[src/rtl/shifter_arbiter.sv]
// Two-requester round-robin front end for an external shifter: one transaction
// in flight, operands latched onto the shifter port, result held until taken.
module shifter_arbiter #(
  parameter int SHIFT_LATENCY = 1
) (
  input  logic        Clock,
  input  logic        Reset_n,
  input  logic [1:0]  Req_Valid,
  output logic [1:0]  Req_Ready,
  input  logic [1:0]  Req_Direction,
  input  logic [5:0]  Req_Shift_Amount,
  input  logic [15:0] Req_Data_In,
  output logic [1:0]  Rsp_Valid,
  input  logic [1:0]  Rsp_Ready,
  output logic [7:0]  Rsp_Data,
  output logic        Sh_Direction,
  output logic [2:0]  Sh_Shift_Amount,
  output logic [7:0]  Sh_Data_In,
  input  logic [7:0]  Sh_Data_Out,
  output logic        Busy
);

  localparam int CNT_W = 3;
  localparam logic [CNT_W-1:0] CNT_LOAD = CNT_W'(SHIFT_LATENCY + 1);
  localparam logic [CNT_W-1:0] CNT_LAST = CNT_W'(1);

  typedef enum logic [1:0] {
    ST_IDLE,
    ST_WAIT,
    ST_RESP
  } state_t;

  state_t           state_q, state_d;
  logic             ptr_q, ptr_d;
  logic             id_q, id_d;
  logic             dir_q, dir_d;
  logic [2:0]       amt_q, amt_d;
  logic [7:0]       data_q, data_d;
  logic [CNT_W-1:0] cnt_q, cnt_d;
  logic [7:0]       result_q, result_d;

  logic             grant_id;
  logic [1:0]       grant_onehot;
  logic             sel_dir;
  logic [2:0]       sel_amt;
  logic [7:0]       sel_data;

  // A lone requester always wins; the pointer only breaks ties.
  always_comb begin
    case (Req_Valid)
      2'b01:   grant_id = 1'b0;
      2'b10:   grant_id = 1'b1;
      default: grant_id = ptr_q;
    endcase
    grant_onehot = grant_id ? 2'b10 : 2'b01;
    sel_dir      = Req_Direction[grant_id];
    sel_amt      = grant_id ? Req_Shift_Amount[5:3] : Req_Shift_Amount[2:0];
    sel_data     = grant_id ? Req_Data_In[15:8]     : Req_Data_In[7:0];
  end

  // NOTE: every output of this block gets a default before the case statement,
  // so no path leaves a variable unassigned and no latch is inferred.
  always_comb begin
    state_d   = state_q;
    ptr_d     = ptr_q;
    id_d      = id_q;
    dir_d     = dir_q;
    amt_d     = amt_q;
    data_d    = data_q;
    cnt_d     = cnt_q;
    result_d  = result_q;
    Req_Ready = 2'b00;
    Rsp_Valid = 2'b00;

    case (state_q)
      ST_IDLE: begin
        Req_Ready = grant_onehot & Req_Valid;
        if (Req_Valid[grant_id]) begin
          id_d    = grant_id;
          dir_d   = sel_dir;
          amt_d   = sel_amt;
          data_d  = sel_data;
          cnt_d   = CNT_LOAD;
          ptr_d   = ~grant_id;
          state_d = ST_WAIT;
        end
      end

      ST_WAIT: begin
        cnt_d = cnt_q - CNT_LAST;
        if (cnt_q == CNT_LAST) begin
          result_d = Sh_Data_Out;
          state_d  = ST_RESP;
        end
      end

      ST_RESP: begin
        Rsp_Valid = id_q ? 2'b10 : 2'b01;
        if (Rsp_Ready[id_q]) begin
          state_d = ST_IDLE;
        end
      end

      default: begin
        state_d = ST_IDLE;
      end
    endcase

    // Ready is combinational from Req_Valid, so it must be masked while reset
    // holds the flops, not just after the first edge.
    if (!Reset_n) begin
      Req_Ready = 2'b00;
    end
  end

  // NOTE: sequential state uses non-blocking assignments so every flop samples
  // the pre-edge values of its peers regardless of statement order.
  always_ff @(posedge Clock or negedge Reset_n) begin
    if (!Reset_n) begin
      state_q  <= ST_IDLE;
      ptr_q    <= 1'b0;
      id_q     <= 1'b0;
      dir_q    <= 1'b0;
      amt_q    <= '0;
      data_q   <= '0;
      cnt_q    <= '0;
      result_q <= '0;
    end else begin
      state_q  <= state_d;
      ptr_q    <= ptr_d;
      id_q     <= id_d;
      dir_q    <= dir_d;
      amt_q    <= amt_d;
      data_q   <= data_d;
      cnt_q    <= cnt_d;
      result_q <= result_d;
    end
  end

  assign Sh_Direction    = dir_q;
  assign Sh_Shift_Amount = amt_q;
  assign Sh_Data_In      = data_q;
  assign Rsp_Data        = result_q;
  assign Busy            = (state_q != ST_IDLE);

endmodule

[config.mk]
export PLATFORM = sky130hd
export DESIGN_NAME = shifter_arbiter
export DESIGN_NICKNAME = d
export VERILOG_FILES = /design/src/rtl/shifter_arbiter.sv
export SDC_FILE = /design/constraint.sdc
export NUM_CORES = 1
export LEC_CHECK = 0
export CORE_MARGIN = 1
export CORE_UTILIZATION = 38
export CTS_BUF_LIST = sky130_fd_sc_hd__clkbuf_8
export DETAILED_ROUTE_END_ITERATION = 7
export GPL_TIMING_DRIVEN = 0
export PLACE_DENSITY = 0.78
export SLEW_MARGIN = 15
export SYNTH_ARGS = -nofsm -noshare
export SYNTH_HDL_FRONTEND = slang
export SYNTH_SLANG_ARGS = --single-unit
[constraint.sdc]
create_clock -name Clock -period 1.6 [get_ports Clock]
set_input_delay 0.32 -clock Clock [delete_from_list [all_inputs] [get_ports Clock]]
set_output_delay 0.32 -clock Clock [all_outputs]
set_load 0.02 [all_outputs]
==> summary.json, run 1 <==
{
  "hold_path.class": {"value": "in2async"},
  "power.total": {"value": 3.74, "unit": "mW"},
  "yosys-top-cells-area": {"value": "dfrtp_1 51%, mux2i_1 11%, mux2_4 9.1%"},
  "clock_tree.root_cell": {"value": "clkbuf_8"},
  "synth.distinct_cells": {"value": 21},
  "placement_rows": {"value": 21},
  "drt_iter0_markers": {"value": 30},
  "timing.reg2reg.worst_path_depth": {"value": 5},
  "portBuffers": {"value": 62},
  "cts-buffers-inserted": {"value": 3},
  "r2r-start": {"value": "state_q[1]"},
  "initial_core_util": {"value": 39.7, "unit": "%"},
  "post-route-worst-setup-slack": {"value": -0.101, "unit": "ns"},
  "final.setup_skew": {"value": 0.00673, "unit": "ns"},
  "synth_top_cell_by_area": {"value": "dfrtp_1"},
  "synthesis.yosys.warnings": {"value": 0},
  "netlist_instances": {"value": 112},
  "startpoint_type": {"value": "input port"},
  "total_routing_usage_gr": {"value": 18.3, "unit": "%"},
  "rsz0062_at_grt": {"value": "yes"},
  "power_density": {"value": 1680, "unit": "mW/mm²"},
  "antenna_found_initial": {"value": 0},
  "endpoint_of_the_worst_setup_timing_path": {"value": "Req_Ready[0]"},
  "drt_wirelength": {"value": 3.36, "unit": "mm"},
  "grt_pass1_wl": {"value": 4.93, "unit": "mm"},
  "antenna_left": {"value": 0},
  "worst_max_slew_margin_expressed_relative_to_the_limit": {"value": 75.9, "unit": "%"},
  "rrSetupSlack": {"value": 0.08, "unit": "ns"},
  "crit_path_start": {"value": "Req_Valid[0]"},
  "area_inside_the_core_boundary": {"value": 0.00334, "unit": "mm²"},
  "dr_total_vias": {"value": 1098},
  "total_congestion_overflow": {"value": 0},
  "floorplan.die.width": {"value": 61.1, "unit": "µm"},
  "first_global_vias": {"value": 1115},
  "syn-mean-instance-area": {"value": 11.8, "unit": "µm²"},
  "final.setup.tns": {"value": -0.101, "unit": "ns"},
  "largest_net_degree_at_the_start_of_global_routing": {"value": 28},
  "dp_worst_setup_slack": {"value": -1.37, "unit": "ns"},
  "ys_seq_area_share": {"value": 50.9, "unit": "%"},
  "reg2reg_to": {"value": "Rsp_Data[0]"},
  "critPathRequiredTime": {"value": 1.28, "unit": "ns"},
  "tightestPinTransition": {"value": 0.361, "unit": "ns"},
  "dominantRegCellSynth": {"value": "dfrtp_1"},
  "leakagePower": {"value": 1.11, "unit": "nW"},
  "report.final.slew_viol_count": {"value": 0},
  "synthArstFlopShare": {"value": 100, "unit": "%"},
  "critical_path_peak_fanout": {"value": 4},
  "cts.htree.levels": {"value": 1},
  "synthDominantCellAreaShare": {"value": 50.9, "unit": "%"},
  "area.growth.synth_to_final": {"value": 67.9, "unit": "%"},
  "layout_worst_path_cycle_share": {"value": 106, "unit": "%"},
  "worstSkewPairLatency": {"value": 0.27, "unit": "ns"},
  "setup_viol_count_final": {"value": 1},
  "post_synth_most_frequent_cells": {"value": "27 x dfrtp_1, 18 x nor2_1, 14 x mux2i_1"},
  "cts.reportedPaths.clkPinSlew": {"value": 0.10, "unit": "ns"},
  "total_standard_cell_area_after_synthesis": {"value": 0.00133, "unit": "mm²"},
  "synth_enable_flop_cells": {"value": 0},
  "drive_gt1_share": {"value": 25.1, "unit": "%"},
  "max_cap_violations": {"value": 0},
  "vias_per_cell": {"value": 4.71},
  "place_hpwl": {"value": 2.37, "unit": "mm"},
  "drt-wirelength-per-cell": {"value": 14.4, "unit": "µm"},
  "postSynthRegisterBits": {"value": 27},
  "clock_tree.buffer_depth": {"value": 2},
  "synthMostInstantiatedCell": {"value": "dfrtp_1"},
  "ir_worst_vdd": {"value": 0.779, "unit": "mV"},
  "crit_path_end_kind": {"value": "output port"},
  "timing.final.hold_violations": {"value": 0},
  "maxClockFrequency": {"value": 0.588, "unit": "GHz"},
  "tritoncts": {"value": "built"},
  "pin_count": {"value": 63},
  "run_status": {"value": "finished, violations left"},
  "cts.sink_count": {"value": 27},
  "synth_nets": {"value": 155},
  "final_area": {"value": 0.00223, "unit": "mm²"},
  "fin_crit": {"value": 1.70, "unit": "ns"},
  "die_y": {"value": 61.1, "unit": "µm"},
  "fp.dieArea": {"value": 0.00373, "unit": "mm²"},
  "arrival": {"value": 1.38, "unit": "ns"},
  "total_inserted_antenna_cells": {"value": 0},
  "timing.setup.critical_path_class": {"value": "in2out"},
  "final_net_count": {"value": 231},
  "drt_pre_antenna_iters": {"value": 3},
  "detail_route.drc_violations": {"value": 0},
  "postPlaceCellArea": {"value": 0.00202, "unit": "mm²"},
  "place.gp.congestion": {"value": 0.641},
  "failed_checks": {"value": "negative setup slack"}
}
## how the worst min path moves through the flow
stage	start	endpoint	slack [ns]
2_1_floorplan	Reset_n	Rsp_Data[0]	0.02
3_5_place_dp	Reset_n	state_q[1]	0.38
4_1_cts	Reset_n	cnt_q[2]	0.006
6_report	Reset_n	cnt_q[2]	0.001
5_1_grt	Reset_n	cnt_q[2]	0.01
3_3_place_gp	Rsp_Data[3]	Rsp_Data[3]	0.49
## registers in the layout, summed over array words and instances (netlist names)
| name | count |
|---|---|
| Rsp_Data | 8 |
| Sh_Data_In | 8 |
| Sh_Direction | 1 |
| Sh_Shift_Amount | 3 |
| cnt_q | 3 |
| id_q | 1 |
| ptr_q | 1 |
| state_q | 2 |
## per-layer routing
layer	GRT usage, %	vias to the layer above	routed length [µm]
li1	-	533	-
met1	21.7	529	1300
met2	34.9	34	1880
met3	2.73	2	160
met4	3.90	0	19
met5	0	-	0
## repair_timing
item                                    in CTS  in global routing
hold buffers                                 1                  0
pin swaps                                    3                  0
endpoints found under the hold margin       27                  0
setup buffers                                8                  0
endpoints found under the setup margin      19                 28
gates resized for setup                     45                 20
gates cloned                                 0                  0
## placed cells by master, fill, tap and decap left out, types with 2 or more instances in the layout
cell and count:
nor2_4 2, mux2_4 8, dlymetal6s2s_1 14, inv_1 5
nor2_1 16, dfrtp_2 2, dfrtp_1 25, buf_4 11
buf_2 2, ha_1 4, mux2_2 3, a21oi_1 13
clkbuf_8 3, clkdlybuf4s50_1 40, buf_8 3, mux2i_1 14
and3_1 2, buf_6 2
## cell families after synthesis
kind of cell             synth area share (%)
AO/OA/AOI/OAI                            7.74
adder cells (fa/ha/maj)                  4.72
multiplexers                             23.9
AND/OR/NAND/NOR                          8.30
flip-flops                               50.9
buffers and inverters                    4.43
## worst max-delay path: stages
cell     delay (ns)
buf_8          0.08
inv_6          0.04
ha_4           0.28
mux2i_4        0.24
buf_8          0.13
nand3_4        0.07
nor2_4         0.10
buf_6          0.12
## layout make-up
class                      instances  area, µm²
inverter                           7       33.8
buffer                             4       38.8
fill                             296       1110
clock buffer                       3       41.3
timing repair buffer              71        729
clock inverter                     1       7.51
tap                               46       57.6
sequential                        27        678
multi-input combinational         74        641
## metrics by stage
stage / utilization (%) / hold slack (ns) / instances
after floorplan: - / 0.0244 / 112
after global placement: 60.8 / 0.491 / 220
after detailed placement: 60.7 / 0.381 / 220
final: 66.7 / 0.000997 / 233
after global routing: 66.7 / 0.0131 / 233
after CTS: 65.7 / 0.00618 / 233
## power by group
group	internal [mW]	switching, mW
combinational	1.10	0.984
clock	0.177	0.219
sequential	1.03	0.229
No activity file was read; power rests on OpenSTA's default activity.
==> run 2, diff against run 1 <==
Settings changed: CAP_MARGIN set to 5.
==> results of run 2 <==
Final layout, timing and power as in run 1 (identical DEF).
